--- src/rtl/sorted_store_pkg.sv ---
// Shared constants for the sorted key/data store writer:
// op codes, response status, FSM encoding, entry mux selects.
package sorted_store_pkg;

  localparam logic OP_INSERT = 1'b0;
  localparam logic OP_DELETE = 1'b1;

  localparam logic [1:0] ST_OK        = 2'b00;
  localparam logic [1:0] ST_UPDATED   = 2'b01;
  localparam logic [1:0] ST_NOT_FOUND = 2'b10;
  localparam logic [1:0] ST_FULL      = 2'b11;

  localparam logic [2:0] S_IDLE       = 3'd0;
  localparam logic [2:0] S_SCAN       = 3'd1;
  localparam logic [2:0] S_SHIFT_UP   = 3'd2;
  localparam logic [2:0] S_SHIFT_DOWN = 3'd3;
  localparam logic [2:0] S_RESP       = 3'd4;

  // Entry next-value select
  localparam logic [1:0] SEL_HOLD  = 2'd0;
  localparam logic [1:0] SEL_LOWER = 2'd1;
  localparam logic [1:0] SEL_UPPER = 2'd2;
  localparam logic [1:0] SEL_NEW   = 2'd3;

  function automatic int entry_w(int kw, int dw);
    return kw + dw;
  endfunction

endpackage

--- src/rtl/sorted_store_writer_ss_entry.sv ---
// One store entry: register with hold / from lower / from upper /
// new-word mux. Ports: clk, rst, sel, lower, upper, new_word, q.
module sorted_store_writer_ss_entry
  import sorted_store_pkg::*;
#(
  parameter int W = 16
) (
  input  logic         clk,
  input  logic         rst,
  input  logic [1:0]   sel,
  input  logic [W-1:0] lower,
  input  logic [W-1:0] upper,
  input  logic [W-1:0] new_word,
  output logic [W-1:0] q
);

  always_ff @(posedge clk or posedge rst) begin
    if (rst) begin
      q <= '0;
    end else begin
      case (sel)
        SEL_LOWER: q <= lower;
        SEL_UPPER: q <= upper;
        SEL_NEW:   q <= new_word;
        default:   q <= q;
      endcase
    end
  end

endmodule

--- src/rtl/sorted_store_writer.sv ---
// Write side of the sorted key/data store: insert/update/delete
// over valid/ready, order kept by one-entry-per-cycle shifts.
// Ports: clk, rst, req_*, resp_*, count, busy, rd_index, rd_word.
module sorted_store_writer
  import sorted_store_pkg::*;
#(
  parameter int KEY_W  = 8,
  parameter int DATA_W = 8,
  parameter int DEPTH  = 16
) (
  input  logic                         clk,
  input  logic                         rst,
  input  logic                         req_valid,
  output logic                         req_ready,
  input  logic                         req_op,
  input  logic [KEY_W-1:0]             req_key,
  input  logic [DATA_W-1:0]            req_data,
  output logic                         resp_valid,
  output logic [1:0]                   resp_status,
  output logic [$clog2(DEPTH+1)-1:0]   count,
  output logic                         busy,
  input  logic [$clog2(DEPTH)-1:0]     rd_index,
  output logic [KEY_W+DATA_W-1:0]      rd_word
);

  localparam int EW = entry_w(KEY_W, DATA_W);
  localparam int CW = $clog2(DEPTH+1);
  localparam int IW = $clog2(DEPTH);

  logic [2:0]        state;
  logic              op_q;
  logic [KEY_W-1:0]  key_q;
  logic [DATA_W-1:0] data_q;
  logic [CW-1:0]     idx;
  logic [CW-1:0]     p;
  logic [CW-1:0]     j;
  logic [CW-1:0]     cnt;
  logic [1:0]        status_q;

  logic [EW-1:0]     mem [DEPTH];
  logic [EW-1:0]     scan_word;
  logic [KEY_W-1:0]  scan_key;
  logic [EW-1:0]     wr_word;
  logic [CW-1:0]     last;
  logic              at_end;
  logic              scan_done;
  logic              hit;
  logic              full;

  always_comb begin
    scan_word = '0;
    for (int i = 0; i < DEPTH; i++) begin
      if (idx == CW'(i)) scan_word = mem[i];
    end
  end

  assign scan_key  = scan_word[EW-1 -: KEY_W];
  assign at_end    = (idx == cnt);
  assign scan_done = at_end || (scan_key >= key_q);
  assign hit       = !at_end && (scan_key == key_q);
  assign full      = (cnt == CW'(DEPTH));
  assign last      = cnt - 1'b1;

  // The vacated tail slot of a delete is cleared to keep the
  // "entries past count are zero" invariant.
  assign wr_word = (state == S_SHIFT_DOWN) ? '0 : {key_q, data_q};

  for (genvar g = 0; g < DEPTH; g++) begin : g_ent
    localparam logic [CW-1:0] GI = CW'(g);
    logic [EW-1:0] lower;
    logic [EW-1:0] upper;
    logic [1:0]    sel;

    if (g == 0) begin : g_lo0
      assign lower = '0;
    end else begin : g_lo
      assign lower = mem[g-1];
    end

    if (g == DEPTH-1) begin : g_up0
      assign upper = '0;
    end else begin : g_up
      assign upper = mem[g+1];
    end

    always_comb begin
      sel = SEL_HOLD;
      case (state)
        S_SCAN: begin
          if (scan_done && hit && op_q == OP_INSERT
              && idx == GI)
            sel = SEL_NEW;
        end
        S_SHIFT_UP: begin
          if (j == GI)
            sel = (j > p) ? SEL_LOWER : SEL_NEW;
        end
        S_SHIFT_DOWN: begin
          if (j == GI)
            sel = (j < last) ? SEL_UPPER : SEL_NEW;
        end
        default: sel = SEL_HOLD;
      endcase
    end

    sorted_store_writer_ss_entry #(.W(EW)) u_ent (
      .clk      (clk),
      .rst      (rst),
      .sel      (sel),
      .lower    (lower),
      .upper    (upper),
      .new_word (wr_word),
      .q        (mem[g])
    );
  end

  always_ff @(posedge clk or posedge rst) begin
    if (rst) begin
      state    <= S_IDLE;
      op_q     <= OP_INSERT;
      key_q    <= '0;
      data_q   <= '0;
      idx      <= '0;
      p        <= '0;
      j        <= '0;
      cnt      <= '0;
      status_q <= ST_OK;
    end else begin
      case (state)
        S_IDLE: begin
          if (req_valid) begin
            op_q   <= req_op;
            key_q  <= req_key;
            data_q <= req_data;
            idx    <= '0;
            state  <= S_SCAN;
          end
        end
        S_SCAN: begin
          if (scan_done) begin
            p <= idx;
            if (hit) begin
              if (op_q == OP_INSERT) begin
                status_q <= ST_UPDATED;
                state    <= S_RESP;
              end else begin
                j     <= idx;
                state <= S_SHIFT_DOWN;
              end
            end else if (op_q == OP_DELETE) begin
              status_q <= ST_NOT_FOUND;
              state    <= S_RESP;
            end else if (full) begin
              status_q <= ST_FULL;
              state    <= S_RESP;
            end else begin
              j     <= cnt;
              state <= S_SHIFT_UP;
            end
          end else begin
            idx <= idx + 1'b1;
          end
        end
        S_SHIFT_UP: begin
          if (j > p) begin
            j <= j - 1'b1;
          end else begin
            cnt      <= cnt + 1'b1;
            status_q <= ST_OK;
            state    <= S_RESP;
          end
        end
        S_SHIFT_DOWN: begin
          if (j < last) begin
            j <= j + 1'b1;
          end else begin
            cnt      <= cnt - 1'b1;
            status_q <= ST_OK;
            state    <= S_RESP;
          end
        end
        S_RESP: begin
          state <= S_IDLE;
        end
        default: begin
          state <= S_IDLE;
        end
      endcase
    end
  end

  always_comb begin
    rd_word = '0;
    for (int i = 0; i < DEPTH; i++) begin
      if (rd_index == IW'(i)) rd_word = mem[i];
    end
  end

  assign req_ready   = (state == S_IDLE);
  assign busy        = (state != S_IDLE);
  assign resp_valid  = (state == S_RESP);
  assign resp_status = status_q;
  assign count       = cnt;

endmodule

--- config.mk ---
export PLATFORM = sky130hd
export DESIGN_NAME = sorted_store_writer
export DESIGN_NICKNAME = d
export VERILOG_FILES = /design/src/rtl/sorted_store_pkg.sv /design/src/rtl/sorted_store_writer_ss_entry.sv /design/src/rtl/sorted_store_writer.sv
export SDC_FILE = /design/constraint.sdc
export NUM_CORES = 1
export LEC_CHECK = 0
export CAP_MARGIN = 40
export CORE_MARGIN = 4
export CORE_UTILIZATION = 35
export DETAILED_ROUTE_END_ITERATION = 10
export PLACE_DENSITY = 0.48
export SLEW_MARGIN = 30
export SYNTH_ARGS = -nofsm -noshare
export SYNTH_HDL_FRONTEND = slang
export SYNTH_HIERARCHICAL = 1
export SYNTH_SLANG_ARGS = --single-unit
--- constraint.sdc ---
create_clock -name clk -period 5.7 [get_ports clk]
set_input_delay 1.14 -clock clk [delete_from_list [all_inputs] [get_ports clk]]
set_output_delay 1.14 -clock clk [all_outputs]
set_load 0.1 [all_outputs]
# Word-level counts from Yosys, hierarchy flattened
# Index checks and enable logic that the tools add are counted.
dict set report totals {
  in_bits 24
  register_bits 298
  out_inout_bits 26
  word_cells 344
}
dict set report classes {
  bitwise_logic 1
  muxes 146
  eq_ne 112
  magnitude_cmp 3
  n_reduce_logical 52
  addsub 5
}
# op count
set op_table {}
lappend op_table {{16-bit case mux with 3 select lines} 16}
lappend op_table {{16-bit two-way mux} 33}
lappend op_table {{2-bit two-way mux} 56}
lappend op_table {{2-bit case mux with 3 select lines} 17}
lappend op_table {{5-bit by 4-bit == test with 1-bit output (second input constant)} 16}
lappend op_table {{2-bit == test (second input constant)} 32}
lappend op_table {{5-bit two-way mux} 11}
lappend op_table {{3-bit nonzero test} 18}
lappend op_table {{5-bit by 3-bit == test with 1-bit output (second input constant)} 8}
lappend op_table {{2-bit by 1-bit == test with 1-bit output (second input constant)} 16}
lappend op_table {{4-bit == test (second input constant)} 8}
lappend op_table {{3-bit two-way mux} 8}
lappend op_table {{5-bit by 2-bit == test with 1-bit output (second input constant)} 4}
lappend op_table {{5-bit case mux with 2 select lines} 2}
lappend op_table {{1-bit logical AND} 19}
lappend op_table {{4-bit by 3-bit == test with 1-bit output (second input constant)} 4}
lappend op_table {{5-bit by 1-bit adder with 5-bit output (second input constant)} 3}
lappend op_table {{5-bit case mux with 3 select lines} 1}
lappend op_table {{2-bit inequality test (second input constant)} 6}
lappend op_table {{3-bit inequality test (second input constant)} 4}
lappend op_table {{3-bit case mux with 4 select lines} 1}
lappend op_table {{5-bit by 1-bit == test with 1-bit output (second input constant)} 2}
lappend op_table {{5-bit logical NOT} 2}
lappend op_table {{5-bit by 1-bit subtractor with 5-bit output (second input constant)} 2}
lappend op_table {{other kinds (25)} 30}

# Longest topological paths before layout
dict set report depth {
  depth_word 26
  ltp_mapped 21
  mapped_depth_nobuf 16
}

# Hierarchy
# The synthesis kept the hierarchy.
# mod area_each_um2 seq_area_each_um2 n_inst cells_each
set by_module_without_submodules {}
lappend by_module_without_submodules {sorted_store_writer_ss_entry 863.3 400.4 16 37}
lappend by_module_without_submodules {sorted_store_writer 7191.9 1051.0 1 1027}

# Worst setup path after synthesis
# OpenSTA, ideal clock, no wires.
dict set report synth_path {
  path_type {input to output}
  start {input rd_index[2]}
  end {output rd_word[9]}
  t_arrival_ns 4.756
  stages 7
  t_required_ns 4.560
  setup_slack_ns -0.196
  path_buffers 2
  path_cell_list {buf_2 > buf_1 > o21ai_0 > a211oi_1 > o21ai_0 > a32o_1 > a222oi_1}
}
dict set report synth_between {
  elab_chain_cells 17
  elab_cells_between_ends 32
  cone_classes {eq/ne: 15; mux: 16; reduce/logical: 1}
}
# item line
set synth_lines {}
lappend synth_lines {{start: declaration} sorted_store_writer.sv:22} ;# input logic [$clog2(DEPTH)-1:0] rd_index,
lappend synth_lines {{4-bit logical NOT} sorted_store_writer.sv:195} ;# if (rd_index == IW'(i)) rd_word = mem[i];
lappend synth_lines {{16-bit two-way mux (15 in series)} sorted_store_writer.sv:195}
lappend synth_lines {{16-bit two-way mux *} sorted_store_writer.sv:195}
lappend synth_lines {{end: declaration} sorted_store_writer.sv:23} ;# output logic [KEY_W+DATA_W-1:0] rd_word
# Mark *: on every way between the ends. The rest lies on a longest branch, timed or not.

# Worst setup path in the final report
dict set report layout_path {
  start {register idx[1]}
  end {register g_ent[0].u_ent.q[5]}
}
dict set report layout_between {
  elab_chain_cells 26
  elab_cells_between_ends 48
  cone_classes {order compare: 1; eq/ne: 20; mux: 19; reduce/logical: 8}
}
# item line
set layout_lines {}
lappend layout_lines {{start: declaration} sorted_store_writer.sv:34} ;# logic [CW-1:0] idx;
lappend layout_lines {{start signal: assignment} sorted_store_writer.sv:161} ;# idx <= idx + 1'b1;
lappend layout_lines {{5-bit logical NOT} {sorted_store_writer.sv:53, sorted_store_writer.sv:91}}
lappend layout_lines {{16-bit two-way mux (16 in series)} sorted_store_writer.sv:53} ;# if (idx == CW'(i)) scan_word = mem[i];
lappend layout_lines {{8-bit greater-or-equal comparator / 8-bit == test (equally long branches)} {sorted_store_writer.sv:59, sorted_store_writer.sv:60}}
lappend layout_lines {{1-bit logical OR / 1-bit logical AND (equally long branches)} {sorted_store_writer.sv:59, sorted_store_writer.sv:60}}
lappend layout_lines {{1-bit logical AND (2 in series)} sorted_store_writer.sv:90} ;# if (scan_done && hit && op_q == OP_INSERT
lappend layout_lines {{1-bit logical AND *} sorted_store_writer.sv:91} ;# && idx == GI)
lappend layout_lines {{2-bit two-way mux *} sorted_store_writer.sv:90}
lappend layout_lines {{2-bit case mux with 3 select lines *} sorted_store_writer.sv:88} ;# case (state)
lappend layout_lines {{named net g_ent[0].sel[1]} sorted_store_writer.sv:72} ;# logic [1:0] sel;
lappend layout_lines {{2-bit == test / 2-bit by 1-bit == test with 1-bit output (equally long branches)} sorted_store_writer_ss_entry.sv:21} ;# case (sel)
lappend layout_lines {{16-bit case mux with 3 select lines / 3-bit nonzero test (equally long branches)} --}
lappend layout_lines {{end signal: assignment} sorted_store_writer_ss_entry.sv:22} ;# SEL_LOWER: q <= lower;
lappend layout_lines {{end signal: assignment} sorted_store_writer_ss_entry.sv:23} ;# SEL_UPPER: q <= upper;
lappend layout_lines {{end signal: assignment} sorted_store_writer_ss_entry.sv:24} ;# SEL_NEW: q <= new_word;
lappend layout_lines {{end: declaration} sorted_store_writer_ss_entry.sv:14} ;# output logic [W-1:0] q
# The timed path passes the listed nets; every way through them passes the cells marked *.
# A chain may end at the register's enable or synchronous reset.

==> metrics.yaml <==
run_status:
  outcome: "finished clean"
cells_and_area:
  utilization_pct: 40.62
  nNetsFinal: 1760
  ff_latch_area_um2: 7457
  drive_gt1_share_pct: 20.01
  stdcell_count: 2510
  syn_to_final_growth_pct: 14.55
  multi_input_area_um2: 12420
  num-fill-cells: 5525
synth:
  synth.distinct_cells: 78
  synth_top_cell_by_area: "dfrtp_1"
  avgSynthCellArea_um2: 12.97
  yosysTopAreaCellShare_pct: 35.50
  synthCells: 1619
  synthFlopType: "dfrtp_1"
  yosysWarnings: 6
  async_reset_ff_share_pct: 100.0
  synth-seq-cells: 298
  synth_edf_count: 0
  seq_area_frac_synth_pct: 35.50
  yosys-top-cells-area: "dfrtp_1 (36%), mux4_1 (24%), mux4_2 (8.5%), o21ai_0 (2.7%), buf_6 (2.6%)"
  synth.cell_area_um2: 21010
die:
  die_w_um: 253.0
  die_y_um: 253.0
  rows: 89
  die_area_um2: 64000
  io_pins: 50
  initial_utilization_pct: 35.46
  core_um2: 59240
drt:
  post_drt_wl_per_cell_um: 29.27
  drt_iter0_markers: 1547
  routed_wirelength_um: 73470
  drc: 0
  routed-via-count: 16180
  antenna_left: 0
  viasPerCell: 6.447
  first_pass_iters: 5
global_route:
  grt_pass1_vias: 16130
  grt_pass1_wl_um: 110400
  grt_max_degree: 43
  met3_usage_pct: 5.526
  antenna_found_initial: 0
  grt_util_all_layers_pct: 22.75
  use_met1_pct: 32.28
  overflow: 0
  met2_usage_pct: 34.68
  grt_busiest_layer: "met2"
flow_run:
  max_cap_viol_count: 0
timing:
  drv_slew: 0
  worst_pin_slew_ps: 808.4
  min_period_ps: 5404
  max_freq_mhz: 185.0
  hold_slack_ps: 468.6
  finalCritPeriodShare_pct: 94.81
  slew_headroom_pct: 45.97
  finalSetupViolations: 0
  rsz0062_at_grt: "false"
  hold_violations: 0
  finClkSkew_ps: 24.18
  fin_setup_tns_ps: 0
clocking:
  cts_num_sinks: 298
  clk_latency_ps: 570
  cts_buffer_depth: 3
  cts_root_buf: "clkbuf_16"
  postCtsSetupRepairBufs: 0
  cts_hold_buf: 0
  tritoncts: "built"
  cts_inserted_buffers: 38
  clk_pin_slew_ps: 60
  h-tree-depth: 2
  cts_resized: 0
critical_path:
  cp_num_buf_inv: 2
  cpMostUsedCell: "ha_1"
  critPathSlowestCell: "mux4_1"
  crit_fanout: 17
  arrival_ps: 5830
  worst_path_largest_cell_delay_ps: 570
  crit_type: "register to register"
  path_cells: "ha_1 -> and3_1 -> ha_1 -> buf_4 -> a21oi_1 -> nand3_1 -> a21oi_1 -> a21boi_0 -> ha_1 -> nand4_1 -> nor2_1 -> o211ai_1 -> nor2_1 -> nand2_1 -> o21ai_2 -> buf_6 -> mux4_1"
  endpoint_kind: "register"
  cpLargestDelayFamily: "simple AND/OR/NAND/NOR gates"
  critPathLaunchType: "register"
  cp.required_ps: 6130
place:
  place_inst: 2427
  dpl.hpwl_um: 54160
  io_buffers: 49
  gp_congestion: 0.8918
pwr:
  vdd_ir_drop_max_mv: 0.2948
  power_mw: 8.940
  powerDensity_nw_per_um2: 371.5
  p_leak_nw: 10.50
hold_path:
  hold_path.class: "register to register"
-- power by group --
part	total [mW]	internal, mW	switching, mW
Combinational	3.52	1.36	2.16
Clock	2.54	1.52	1.02
Sequential	2.88	2.42	0.461
-- final cells by class --
cell class                      count  area share (%)
Sequential cell                   298           30.99
Inverter                           50          0.7904
Tap cell                          773           4.020
Antenna cell                        3         0.03120
Clock inverter                     13          0.7176
Multi-Input combinational cell   1148           51.64
Clock buffer                       56           4.696
Timing Repair Buffer              169           7.119
-- cells in the mapped netlist, types with 17 or more instances --
| cell | count |
|---|---|
| dfrtp_1 | 298 |
| mux4_1 | 192 |
| nand2_1 | 143 |
| o21ai_0 | 112 |
| mux4_2 | 79 |
| a21oi_1 | 73 |
| nor2_1 | 73 |
| clkbuf_1 | 55 |
| buf_6 | 48 |
| inv_1 | 48 |
| o22ai_1 | 42 |
| mux2i_1 | 33 |
| nand3_1 | 32 |
| ha_1 | 31 |
| buf_2 | 22 |
| mux2_2 | 21 |
| nor2b_1 | 21 |
| a22oi_1 | 19 |
| nor3_1 | 17 |
-- final timing paths --
check	to	slack, ps	startpoint	cells past startpoint
max	g_ent[0].u_ent/q[5]	300	idx[1]	17
min	data_q[0]	470	data_q[0]	2
max reg2reg	g_ent[0].u_ent/q[5]	300	idx[1]	17
min reg2reg	data_q[0]	470	data_q[0]	2
max in group asynchronous	g_ent[11].u_ent/q[15]	3930	rst	3
min in group asynchronous	g_ent[1].u_ent/q[6]	1020	rst	3
-- logic make-up after synthesis --
family	Yosys count	synth area share, %
AO/OA/AOI/OAI	390	12.01
XOR/XNOR	18	0.7505
adder cells (fa/ha/maj)	31	1.847
buffers and inverters	204	6.749
flip-flops	298	35.50
multiplexers	325	35.19
other	1	0.01785
AND/OR/NAND/NOR	352	7.934
-- sequential cells by signal, indices dropped and copies added (netlist names) --
signal / count
j: 5
state: 3
idx: 5
p: 5
data_q: 8
g_ent.u_ent/q: 256
resp_status: 2
count: 5
key_q: 8
op_q: 1
-- metal layers --
metal / vias up / wire (um)
met5: - / 0
met4: 0 / 2540
met3: 138 / 5835
met2: 772 / 33460
met1: 8556 / 31630
li1: 6717 / -
-- placed cells by master (no fill, tap or decap), types with 32 or more instances in the layout --
cell type,netlist,layout
dfrtp_1,298,298
mux4_1,192,192
nand2_1,143,143
o21ai_0,112,100
buf_4,1,94
mux4_2,79,79
a21oi_1,73,73
nor2_1,73,71
inv_1,48,47
clkbuf_16,0,39
mux2i_1,33,33
nand3_1,32,32
conb_1,1,32
-- through the flow --
stage | worst slack, ps | instance area [um2]
final | 296.0 | 24060
after global routing | 65.67 | 24050
after CTS | 210.6 | 23910
after detailed placement | 204.1 | 22610
after global placement | 420.8 | 22350
after floorplan | -115.3 | 21130
-- tightest hold or removal path: stages (launching register included) --
cell,delay (ps)
dfrtp_1,330
nand2_1,50
nand2_1,60
Power figures use the tool's default switching activity.
